File: config.mk
export PLATFORM = sky130hd
export DESIGN_NAME = mul_seq
export DESIGN_NICKNAME = d
export VERILOG_FILES = /design/src/rtl/mul_seq_pkg.sv /design/src/rtl/mul_seq_add.sv /design/src/rtl/mul_seq.sv
export SDC_FILE = /design/constraint.sdc
export NUM_CORES = 1
export LEC_CHECK = 0
export CORE_MARGIN = 2
export CORE_UTILIZATION = 44
export DETAILED_ROUTE_END_ITERATION = 6
export GPL_TIMING_DRIVEN = 0
export PLACE_DENSITY = 0.81
export SYNTH_ARGS = -nofsm -noshare
export SYNTH_HDL_FRONTEND = slang
export SYNTH_HIERARCHICAL = 1
export SYNTH_SLANG_ARGS = --single-unit
File: constraint.sdc
create_clock -name clk -period 6.8 [get_ports clk]
set_input_delay 0.68 -clock clk [delete_from_list [all_inputs] [get_ports clk]]
set_output_delay 0.68 -clock clk [all_outputs]
set_load 0.03 [all_outputs]
File: src/rtl/mul_seq_pkg.sv
// mul_seq_pkg: shared ALU definitions for the sequential multiplier.
//   - FSM state encodings (kept as plain 2-bit constants for legacy users)
//   - cnt_width(): bit counter width for a given operand width
package mul_seq_pkg;

    localparam logic [1:0] ST_IDLE = 2'd0;
    localparam logic [1:0] ST_RUN  = 2'd1;
    localparam logic [1:0] ST_DONE = 2'd2;

    // Counter must hold values 0..w so the iteration count always fits.
    function automatic int cnt_width(input int w);
        return $clog2(w + 1);
    endfunction

endpackage

File: src/rtl/mul_seq_add.sv
// mul_seq_add: BUS_WIDTH-bit ripple-carry adder with carry-out.
//   a_i, b_i : addends
//   sum_o    : a_i + b_i modulo 2^BUS_WIDTH
//   cout_o   : carry out of the top bit
module mul_seq_add #(
    parameter int BUS_WIDTH = 16
) (
    input  logic [BUS_WIDTH-1:0] a_i,
    input  logic [BUS_WIDTH-1:0] b_i,
    output logic [BUS_WIDTH-1:0] sum_o,
    output logic                 cout_o
);

    logic [BUS_WIDTH:0] c;

    assign c[0] = 1'b0;

    for (genvar i = 0; i < BUS_WIDTH; i++) begin : g_fa
        assign sum_o[i] = a_i[i] ^ b_i[i] ^ c[i];
        assign c[i+1]   = (a_i[i] & b_i[i]) | (c[i] & (a_i[i] ^ b_i[i]));
    end

    assign cout_o = c[BUS_WIDTH];

endmodule

File: src/rtl/mul_seq.sv
// mul_seq: sequential unsigned shift-and-add multiplier.
//   clk, rst_n      : clock, asynchronous active-low reset
//   start, a, b     : request + operands, accepted when start && in_ready
//   in_ready        : high only while idle
//   product         : registered 2*BUS_WIDTH-bit product (the accumulator)
//   out_valid       : product ready, held until out_valid && out_ready
//   out_ready       : consumer acceptance
// One multiplier bit is retired per cycle; a multiply takes BUS_WIDTH
// iterations with no early exit, so latency is data-independent.
module mul_seq
    import mul_seq_pkg::*;
#(
    parameter int BUS_WIDTH = 16
) (
    input  logic                   clk,
    input  logic                   rst_n,
    input  logic                   start,
    input  logic [BUS_WIDTH-1:0]   a,
    input  logic [BUS_WIDTH-1:0]   b,
    output logic                   in_ready,
    output logic [2*BUS_WIDTH-1:0] product,
    output logic                   out_valid,
    input  logic                   out_ready
);

    localparam int CW = cnt_width(BUS_WIDTH);

    logic [1:0]             state_q, state_d;
    logic [BUS_WIDTH-1:0]   mcand_q, mcand_d;
    logic [2*BUS_WIDTH-1:0] acc_q,   acc_d;
    logic [CW-1:0]          cnt_q,   cnt_d;

    logic [BUS_WIDTH-1:0]   add_b;
    logic [BUS_WIDTH-1:0]   add_sum;
    logic                   add_cout;

    // acc holds {partial product hi, remaining multiplier bits lo};
    // acc[0] is the multiplier bit being retired this cycle.
    assign add_b = acc_q[0] ? mcand_q : '0;

    mul_seq_add #(
        .BUS_WIDTH(BUS_WIDTH)
    ) u_add (
        .a_i    (acc_q[2*BUS_WIDTH-1:BUS_WIDTH]),
        .b_i    (add_b),
        .sum_o  (add_sum),
        .cout_o (add_cout)
    );

    always_comb begin
        state_d = state_q;
        mcand_d = mcand_q;
        acc_d   = acc_q;
        cnt_d   = cnt_q;
        case (state_q)
            ST_IDLE: begin
                if (start) begin
                    mcand_d = a;
                    acc_d   = {{BUS_WIDTH{1'b0}}, b};
                    cnt_d   = '0;
                    state_d = ST_RUN;
                end
            end
            ST_RUN: begin
                // {carry, sum, lo} >> 1: carry-out lands in the top bit so
                // the BUS_WIDTH+1-bit intermediate is never truncated.
                acc_d = {add_cout, add_sum, acc_q[BUS_WIDTH-1:1]};
                cnt_d = cnt_q + CW'(1);
                if (cnt_q == CW'(BUS_WIDTH - 1)) begin
                    state_d = ST_DONE;
                end
            end
            ST_DONE: begin
                if (out_ready) begin
                    state_d = ST_IDLE;
                end
            end
            default: state_d = ST_IDLE;
        endcase
    end

    always_ff @(posedge clk or negedge rst_n) begin
        if (!rst_n) begin
            state_q <= ST_IDLE;
            mcand_q <= '0;
            acc_q   <= '0;
            cnt_q   <= '0;
        end else begin
            state_q <= state_d;
            mcand_q <= mcand_d;
            acc_q   <= acc_d;
            cnt_q   <= cnt_d;
        end
    end

    assign in_ready  = (state_q == ST_IDLE);
    assign out_valid = (state_q == ST_DONE);
    assign product   = acc_q;

endmodule
==> impl_metrics.toml, run 1 <==
[run_status]
status = "complete, no violations"

[synthesis]
synth_fp_nets = 307
synth_top_family_by_area = "simple AND/OR/NAND/NOR gates"
syn-instance-count = 253
syn_avg_cell_area_um2 = 10.9
synthXorXnorAreaFrac = 0
synth_mux_area_frac = 0.0689
async_reset_ff_frac = 1.00
synth_ff_type = "dfrtp_1"
netlist.area_leader.share = 0.499
synth_seq_area_share = 0.499
synth_adder_area_share = 0.122
synth.top_cells.by_area = "dfrtp_1 50%, fa_1 11%, nand2_1 7.1%, mux2_2 6.5%, o21ai_0 5.8%"
synth_compound_area_frac = 0.125
yosysTopAreaCell = "dfrtp_1"
synthSimpleGateAreaFrac = 0.137
syn-cell-area_um2 = 2760
synth.distinct_cells = 29
yosys_warnings = 6
ys_ff_latch = 55
synth_edf_count = 0

[critical_path]
cp.arrival_ns = 6.76
crit_chain = "and2_1 > ha_1 > inv_1 > fa_1 > inv_1 > fa_2 > fa_2 > fa_2 > fa_1 > fa_2 > fa_2 > fa_2 > fa_2 > fa_1 > fa_1 > fa_2 > fa_1 > fa_1 > inv_1 > fa_1 > inv_1 > nand2_1 > o21ai_0"
start_kind = "flip-flop"
cpMostUsedCell = "fa_2"
cp.buffers_inverters = 4
critical_path.endpoint_type = "flip-flop"
critPathKind = "reg -> reg"
cp_max_fo = 3
slowest_delay_ns = 0.43
slowest_stage = "dfrtp_2"
required_ns = 7.04
crit_family = "adder cells"

[placement]
portBuffers = 69
dpl_cell_area_um2 = 3560
hpwl_mm = 4.57
gp_congestion = 0.803

[cts]
cts_sinks = 55
cts_tree = "built"
clkTransAtPathRegs_ns = 0.09
cts_hold_buffers = 0
insertion_delay_ns = 0.32
h-tree-depth = 2
clockBufferDepth = 2
numCtsBuffers = 5
root_buffer = "clkbuf_8"

[finish]
fin_nets = 386
fillers = 486
num_antenna_cells = 0
multi_input_area_um2 = 1270
fin_area_um2 = 3690
regArea_um2 = 1380
layout-drive-gt1-share = 0.144
syn2layout_area_growth_pct = 33.7
post-route-util = 0.616

[detailed_routing]
vias_per_cell = 5.19
drtIter0Drc = 126
drcViolationCount = 0
drt_first_pass_iters = 4
wirelength_mm = 6.21
wl_per_cell_um = 15.2
dr_total_vias = 2117
antenna_left = 0

[sta]
maxSlewViolCount = 0
period_minus_slack_ns = 6.53
max_freq_ghz = 0.153
rsz0062_at_grt = "false"
hold_slack_ns = 0.307
max_slew.worst_pin.slew_ns = 0.483
period_share = 0.960
setup_violations = 0
hold_viol_final = 0
skew_ns = 0.00561
slew_headroom = 0.678

[global_route]
track_usage = 0.195
grt_use_met3 = 0.0268
busiest_layer = "met2"
grt_overflow = 0
grt_pass1_vias = 2257
use_met1 = 0.262
grt_pass1_wl_mm = 10.8
grt_max_degree = 38
met2_usage = 0.319
grt_antenna_before_repair = 0

[power_and_ir_drop]
total_leakage_power_uw = 0.00156
switching_share = 0.427
irDropWorstVdd_uv = 230
p_int_uw = 981
clkPwrFrac = 0.113
p_seq_frac = 0.355
pwr-share-comb = 0.533
switchingPower_uw = 732
power_density_nw_per_um2 = 464

[floorplanning]
die_h_um = 83.2
pin_count = 70
start_util = 0.461
die_w_um = 83.2
die_area_um2 = 6920
rows = 28
core-area_um2 = 5990

[hold_path]
hp-class = "in -> async"

[job]
maxCapViolCount = 0
[cells in the mapped netlist (2+ instances only)]
| cell type | n |
|---|---|
| buf_4 | 2 |
| nand3_1 | 2 |
| a22o_1 | 2 |
| dfrtp_1 | 55 |
| ha_1 | 3 |
| and2_1 | 16 |
| buf_2 | 6 |
| fa_1 | 15 |
| buf_6 | 2 |
| inv_1 | 12 |
| clkbuf_1 | 5 |
| nor2b_1 | 3 |
| mux2_2 | 16 |
| nand2b_1 | 3 |
| a22oi_1 | 15 |
| o21ai_0 | 32 |
| nand2_1 | 52 |
[stage by stage]
stage / std cells / setup TNS (ns) / setup WS (ns) / power [uW]
floorplan: 253 / 0 / 0.0840 / 1170
global placement: 397 / -0.0616 / -0.0616 / 1470
detailed placement: 398 / -0.163 / -0.163 / 1510
CTS: 408 / 0 / 0.0380 / 1720
global route: 408 / 0 / 0.0383 / 1860
finish: 408 / 0 / 0.274 / 1710
[area by class of cell]
type                    count  area share
plain buffers              15      0.0234
clock buffers               7      0.0234
clock inverters             1     0.00237
inverters                  12      0.0122
multi-input cells         171       0.345
flip-flops and latches     55       0.373
well taps                  75      0.0254
repair buffers             72       0.195
[cell families after synthesis]
group	Yosys count
adders and majority gates	18
and+or+nand+nor	80
DFF	55
muxes	17
buffers and inverters	27
AOI/OAI and AO/OA	56
[sequential cells by signal, summed over array words and instances, names as in the netlist]
name and cells:
state_q 2, cnt_q 5, mcand_q 16, product 32
[placed cells by master, fill, tap and decap left out, types with 3 or more instances in the layout]
master / n
a22oi_1: 15
clkdlybuf4s50_1: 68
o21ai_0: 32
fa_2: 8
nor2b_1: 3
clkbuf_8: 6
clkbuf_1: 6
and2_1: 16
inv_1: 12
buf_2: 7
mux2_2: 16
ha_1: 3
dfrtp_1: 54
buf_4: 4
nand2_1: 52
fa_1: 7
nand2b_1: 3
[power by group through the flow]
stage | Combinational [uW] | Clock, uW | Sequential, uW
CTS | 911 | 196 | 609
detailed placement | 894 | 0 | 618
floorplan | 407 | 0 | 761
global placement | 856 | 0 | 611
finish | 913 | 193 | 608
global route | 1010 | 211 | 634
[path summary, 6_finish.rpt]
check                      depth (start not counted)  slack [ns]   startpoint     endpoint
max in group asynchronous                          2        5.93        rst_n     cnt_q[1]
max                                               23        0.27   product[0]  product[30]
min reg2reg                                        1        0.51  mcand_q[12]  mcand_q[12]
min                                                1        0.31        rst_n   product[9]
min in group clk                                   1        0.51  mcand_q[12]  mcand_q[12]
max reg2reg                                       23        0.27   product[0]  product[30]
[repair_timing]
item,in CTS,in global routing
setup buffers,2,0
resized for setup,3,6
endpoints found under the setup margin,1,2
gates cloned,0,0
[per-layer routing]
| layer | vias to the layer above | part of all wire |
|---|---|---|
| li1 | 1000 | - |
| met1 | 1059 | 0.44 |
| met2 | 45 | 0.51 |
| met3 | 13 | 0.027 |
| met4 | 0 | 0.021 |
| met5 | - | 0 |
(Power assumes the default switching activity.)
==> run 2, diff against run 1 <==
- MAX_ROUTING_LAYER: unset -> met4
==> run 2 against run 1 <==
Net effect: register-to-register slack is essentially flat; highest routed layer unchanged; critical path type unchanged; die area is the same; clock skew rose by 0.00063 ns.
==> impl_metrics.toml, run 2 (synthesis results as in run 1) <==
[cts]
cts_hold_buffers = 0
h-tree-depth = 2
insertion_delay_ns = 0.32
cts_sinks = 55
cts_tree = "built"
clkTransAtPathRegs_ns = 0.09
clockBufferDepth = 2
numCtsBuffers = 5
root_buffer = "clkbuf_8"

[placement]
portBuffers = 69
hpwl_mm = 4.57
place_inst = 398
gp_congestion = 0.815

[critical_path]
slowest_stage = "dfrtp_2"
start_kind = "flip-flop"
rr_startpoint = "product[0]"
reg2reg_slack_ns = 0.28
r2r_end = "product[30]"
cp_max_fo = 3
cp.arrival_ns = 6.76
r2r_cells = 23
critical_path.endpoint_type = "flip-flop"
required_ns = 7.04
crit_chain = "and2_1 > ha_1 > inv_1 > fa_1 > inv_1 > fa_2 > fa_2 > fa_2 > fa_1 > fa_2 > fa_2 > fa_2 > fa_2 > fa_1 > fa_1 > fa_2 > fa_1 > fa_1 > inv_1 > fa_1 > inv_1 > nand2_1 > o21ai_0"
cpMostUsedCell = "fa_2"
slowest_delay_ns = 0.43
critPathKind = "reg -> reg"

[floorplanning]
die_w_um = 83.2
start_util = 0.461
die_area_um2 = 6920
die_h_um = 83.2
core-area_um2 = 5990
pin_count = 70
rows = 28

[global_route]
grt_pass1_vias = 2259
track_usage = 0.201
grt_overflow = 0
grt_max_degree = 38
grt_pass1_wl_mm = 10.8
grt_antenna_before_repair = 0

[sta]
fin_setup_tns_ns = 0
setup_violations = 0
period_share = 0.959
hold_viol_final = 0
max_freq_ghz = 0.153
rsz0062_at_grt = "false"
period_minus_slack_ns = 6.52
skew_ns = 0.00624
maxSlewViolCount = 0
slew_headroom = 0.676
max_slew.worst_pin.slew_ns = 0.486

[run_status]
status = "complete, no violations"

[finish]
fin_nets = 386
layout-drive-gt1-share = 0.144
syn2layout_area_growth_pct = 33.7
fillers = 486
post-route-util = 0.616
num_antenna_cells = 0
largest_reg_flops = 32
final_common_cell = "clkdlybuf4s50_1"
stdcell_count = 408
mostFrequentLayoutCells = "68 x clkdlybuf4s50_1, 54 x dfrtp_1, 52 x nand2_1"

[power_and_ir_drop]
irDropWorstVdd_uv = 230
p_seq_frac = 0.355
power_density_nw_per_um2 = 465
total_leakage_power_uw = 0.00156
fin_total_pwr_uw = 1720
p_int_uw = 981
pwr-share-comb = 0.532
switching_share = 0.428
clkPwrFrac = 0.113
switchingPower_uw = 734

[detailed_routing]
dr_total_vias = 2127
vias_per_cell = 5.21
drtIter0Drc = 143
drcViolationCount = 0
drt_first_pass_iters = 4
wirelength_mm = 6.24
antenna_left = 0
wl_per_cell_um = 15.3

[job]
maxCapViolCount = 0

[hold_path]
hp-class = "in -> async"
## run 2: timing repair
item | CTS | global route
buffers inserted | 2 | 0
setup endpoints to repair | 1 | 2
gates resized for setup | 3 | 6
## run 2: layer usage
| layer | wire length [um] | track usage | up-vias |
|---|---|---|---|
| met5 | 0 | - | - |
| met4 | 137 | 0.0805 | 0 |
| met3 | 159 | 0.0258 | 13 |
| met2 | 3190 | 0.320 | 47 |
| met1 | 2760 | 0.263 | 1065 |
| li1 | - | - | 1002 |
## run 2: worst max-delay path by stage
stage          startpoint          end  slack [ns]  cells past startpoint
3_5_place_dp   product[0]  product[30]       -0.16                     23
6_report       product[0]  product[30]        0.28                     23
2_1_floorplan  product[0]  product[30]        0.08                     23
3_3_place_gp   product[0]  product[30]       -0.06                     23
5_1_grt        product[0]  product[30]        0.04                     23
4_1_cts        product[0]  product[30]        0.04                     23
## run 2: layout make-up
| type | count | area, um^2 | share of cell area |
|---|---|---|---|
| buffer | 15 | 86.3 | 0.0234 |
| timing repair buffer | 72 | 721 | 0.195 |
| tap | 75 | 93.8 | 0.0254 |
| inverter | 12 | 45.0 | 0.0122 |
| sequential | 55 | 1380 | 0.373 |
| multi-input combinational | 171 | 1270 | 0.345 |
| clock inverter | 1 | 8.76 | 0.00237 |
| clock buffer | 7 | 86.3 | 0.0234 |
## run 2: power by group through the flow
| stage | Combinational (uW) | Clock [uW] | Sequential [uW] |
|---|---|---|---|
| after CTS | 911 | 196 | 609 |
| after global placement | 856 | 0 | 611 |
| after detailed placement | 894 | 0 | 618 |
| after global routing | 1010 | 211 | 634 |
| after floorplan | 407 | 0 | 761 |
| final | 913 | 193 | 609 |
## run 2: worst max-delay path: cells and delay by family (launching register included)
kind                       cells  cell delay [ns]
and+or+nand+nor                2             0.19
adders and majority gates     16             5.47
DFF                            1             0.43
buffers and inverters          4             0.28
AOI/OAI and AO/OA              1             0.08
## run 2: stage by stage
stage          hold slack (ns)  cell area, um^2  setup WS, ns
3_3_place_gp             0.483             3540       -0.0616
3_5_place_dp             0.490             3560        -0.163
5_1_grt                  0.317             3690        0.0365
2_1_floorplan            0.384             2760        0.0840
4_1_cts                  0.312             3670        0.0380
6_report                 0.304             3690         0.278
==> run 3, diff against run 2 <==
- ABC_AREA: unset -> 1
- CORE_UTILIZATION: 44 -> 45
==> run 3 against run 2 <==
Net effect: flip-flop and latch count did not move; setup slack got worse by 0.018 ns; synthesized cell count rose by 42%; cell area rose by 4.5%; die area rose by 4.2%; wire length rose by 2.7%; register-to-register slack got worse by 0.02 ns; via count rose by 17%; count of clock-buffer cells in the layout did not move; combinational power rose by 8.5%; sequential share of layout area fell by 1.6 points; non-clock buffer count rose by 3; critical path type unchanged; largest cell class unchanged.
==> impl_metrics.toml, run 3 <==
[run_status]
status = "complete, no violations"

[synthesis]
yosysMostFrequentCell = "nand2_1"
yosys_warnings = 6
syn-cell-area_um2 = 2950
synth_edf_count = 0
syn-instance-count = 358
yosysTopAreaCell = "dfrtp_1"
ys_top_cells_by_count = "189 x nand2_1, 55 x dfrtp_1, 34 x nand3_1"
synth.distinct_cells = 19
synth.top_cells.by_area = "dfrtp_1 47%, nand2_1 24%, fa_1 10%, nand3_1 5.8%, inv_1 3.7%"
netlist.area_leader.share = 0.467
synth_ff_type = "dfrtp_1"
async_reset_ff_frac = 1.00
synth_fp_nets = 412
syn_avg_cell_area_um2 = 8.23
synth_seq_area_share = 0.467
ys_ff_latch = 55

[critical_path]
crit_chain = "nand2_1 > inv_1 > ha_1 > inv_1 > fa_1 > inv_1 > fa_1 > fa_2 > fa_1 > fa_2 > fa_2 > fa_2 > fa_2 > fa_1 > fa_2 > fa_1 > fa_1 > fa_2 > fa_1 > inv_1 > fa_1 > inv_1 > nand2_1 > nand2_1"
required_ns = 7.05
slowest_stage = "dfrtp_2"
critical_path.endpoint_type = "flip-flop"
slowest_delay_ns = 0.42
cp.buffers_inverters = 5
crit_family = "adder cells"
critPathKind = "reg -> reg"
cpMostUsedCell = "fa_1"
cp_max_fo = 3
cp.arrival_ns = 6.79
start_kind = "flip-flop"

[finish]
syn2layout_area_growth_pct = 30.9
num_antenna_cells = 0
multi_input_area_um2 = 1320
fin_nets = 490
largest_reg_flops = 32
regArea_um2 = 1380
layout-drive-gt1-share = 0.0892
final_common_cell = "nand2_1"
mostFrequentLayoutCells = "189 x nand2_1, 67 x clkdlybuf4s50_1, 54 x dfrtp_1"
stdcell_count = 514
fillers = 551

[sta]
period_share = 0.962
skew_ns = 0.00762
fin_setup_tns_ns = 0
slew_headroom = 0.555
max_freq_ghz = 0.153
setup_violations = 0
hold_slack_ns = 0.400
period_minus_slack_ns = 6.54
rsz0062_at_grt = "false"
hold_viol_final = 0
max_slew.worst_pin.slew_ns = 0.667
fin_ws_ns = 0.259
maxSlewViolCount = 0

[detailed_routing]
drt_first_pass_iters = 4
wl_per_cell_um = 12.5
vias_per_cell = 4.83
antenna_left = 0
wirelength_mm = 6.41
drtIter0Drc = 158
dr_total_vias = 2481
drcViolationCount = 0

[global_route]
grt_overflow = 0
track_usage = 0.195
grt_pass1_wl_mm = 11.0
grt_max_degree = 29
grt_antenna_before_repair = 0
grt_pass1_vias = 2439

[cts]
h-tree-depth = 2
clockBufferDepth = 2
clkTransAtPathRegs_ns = 0.10
insertion_delay_ns = 0.30
cts_tree = "built"
numCtsBuffers = 5
root_buffer = "clkbuf_8"
cts_sinks = 55

[hold_path]
hp-class = "in -> async"

[power_and_ir_drop]
total_leakage_power_uw = 0.00206
irDropWorstVdd_uv = 223
p_seq_frac = 0.342
clkPwrFrac = 0.099
pwr-share-comb = 0.559
switchingPower_uw = 808
power_density_nw_per_um2 = 459
fin_total_pwr_uw = 1770
switching_share = 0.456
p_int_uw = 964

[floorplanning]
die_w_um = 84.9
pin_count = 70
start_util = 0.464
die_h_um = 84.9
rows = 29
die_area_um2 = 7210
core-area_um2 = 6350

[placement]
hpwl_mm = 4.71
portBuffers = 68
dp_slack_ns = -0.287
place_inst = 504
gp_congestion = 0.786

[job]
maxCapViolCount = 0
[run 3: changes by cell type in the layout (fill, tap and decap cells not counted), sizes merged, moves of 3 or more]
cell    change
inv        +19
nand3      +32
nand2     +138
nor2        +3
nand2b      -3
a22oi      -15
and2       -16
o21ai      -28
buf         +6
mux2       -16
nor2b       -3
[run 3: what timing repair did]
item / CTS / global route
pin swaps: 0 / 1
setup endpoints to repair: 2 / 1
setup buffers: 3 / 0
hold buffers: 0 / 0
resized for setup: 3 / 5
[run 3: cell type report]
type,count,share of cell area
plain buffers,18,0.0376
well taps,77,0.0250
inverters,31,0.0302
repair buffers,72,0.186
multi-input cells,253,0.343
flip-flops and latches,55,0.357
clock inverters,1,0.00130
clock buffers,7,0.0198
[run 3: kinds of logic (layout without fill, tap and decap cells)]
group           Yosys count  after routing  share of synthesized area
compound gates            6              6                     0.0149
fa+ha+maj                18             18                      0.115
buf+inv                  50            129                     0.0900
flops                    55             55                      0.467
simple gates            229            229                      0.313
[run 3: stage by stage]
step	cell area [um^2]	util
floorplan	2950	-
global placement	3720	0.586
detailed placement	3740	0.589
CTS	3840	0.606
global route	3860	0.607
finish	3860	0.607
[run 3: final timing paths]
path                        startpoint          end  slack [ns]  cells past startpoint
max                         product[0]  product[30]        0.26                     24
min                              rst_n  mcand_q[10]        0.40                      1
max reg2reg                 product[0]  product[30]        0.26                     24
min reg2reg                mcand_q[12]  mcand_q[12]        0.48                      2
max in group asynchronous        rst_n  product[19]        5.81                      2
min in group clk           mcand_q[12]  mcand_q[12]        0.48                      2
[run 3: power groups by stage]
stage          registers, uW  clock network [uW]  logic (uW)
6_report                 605                 176         991
5_1_grt                  627                 194        1110
4_1_cts                  604                 179        1000
3_5_place_dp             607                   0         991
3_3_place_gp             602                   0         949
2_1_floorplan            746                   0         499
[run 3: routing by layer]
layer | vias to the layer above | track usage | part of all wire
met5 | - | - | 0
met1 | 1172 | 0.248 | 0.43
li1 | 1239 | - | -
met4 | 0 | 0.0433 | 0.0042
met3 | 4 | 0.0350 | 0.043
met2 | 66 | 0.330 | 0.52
[run 3: worst register-to-register path: cells and delay by family (launching register included)]
family                     cells  cell delay, ns
and+or+nand+nor                3            0.21
DFF                            1            0.42
buffers and inverters          5            0.27
adders and majority gates     16            5.58
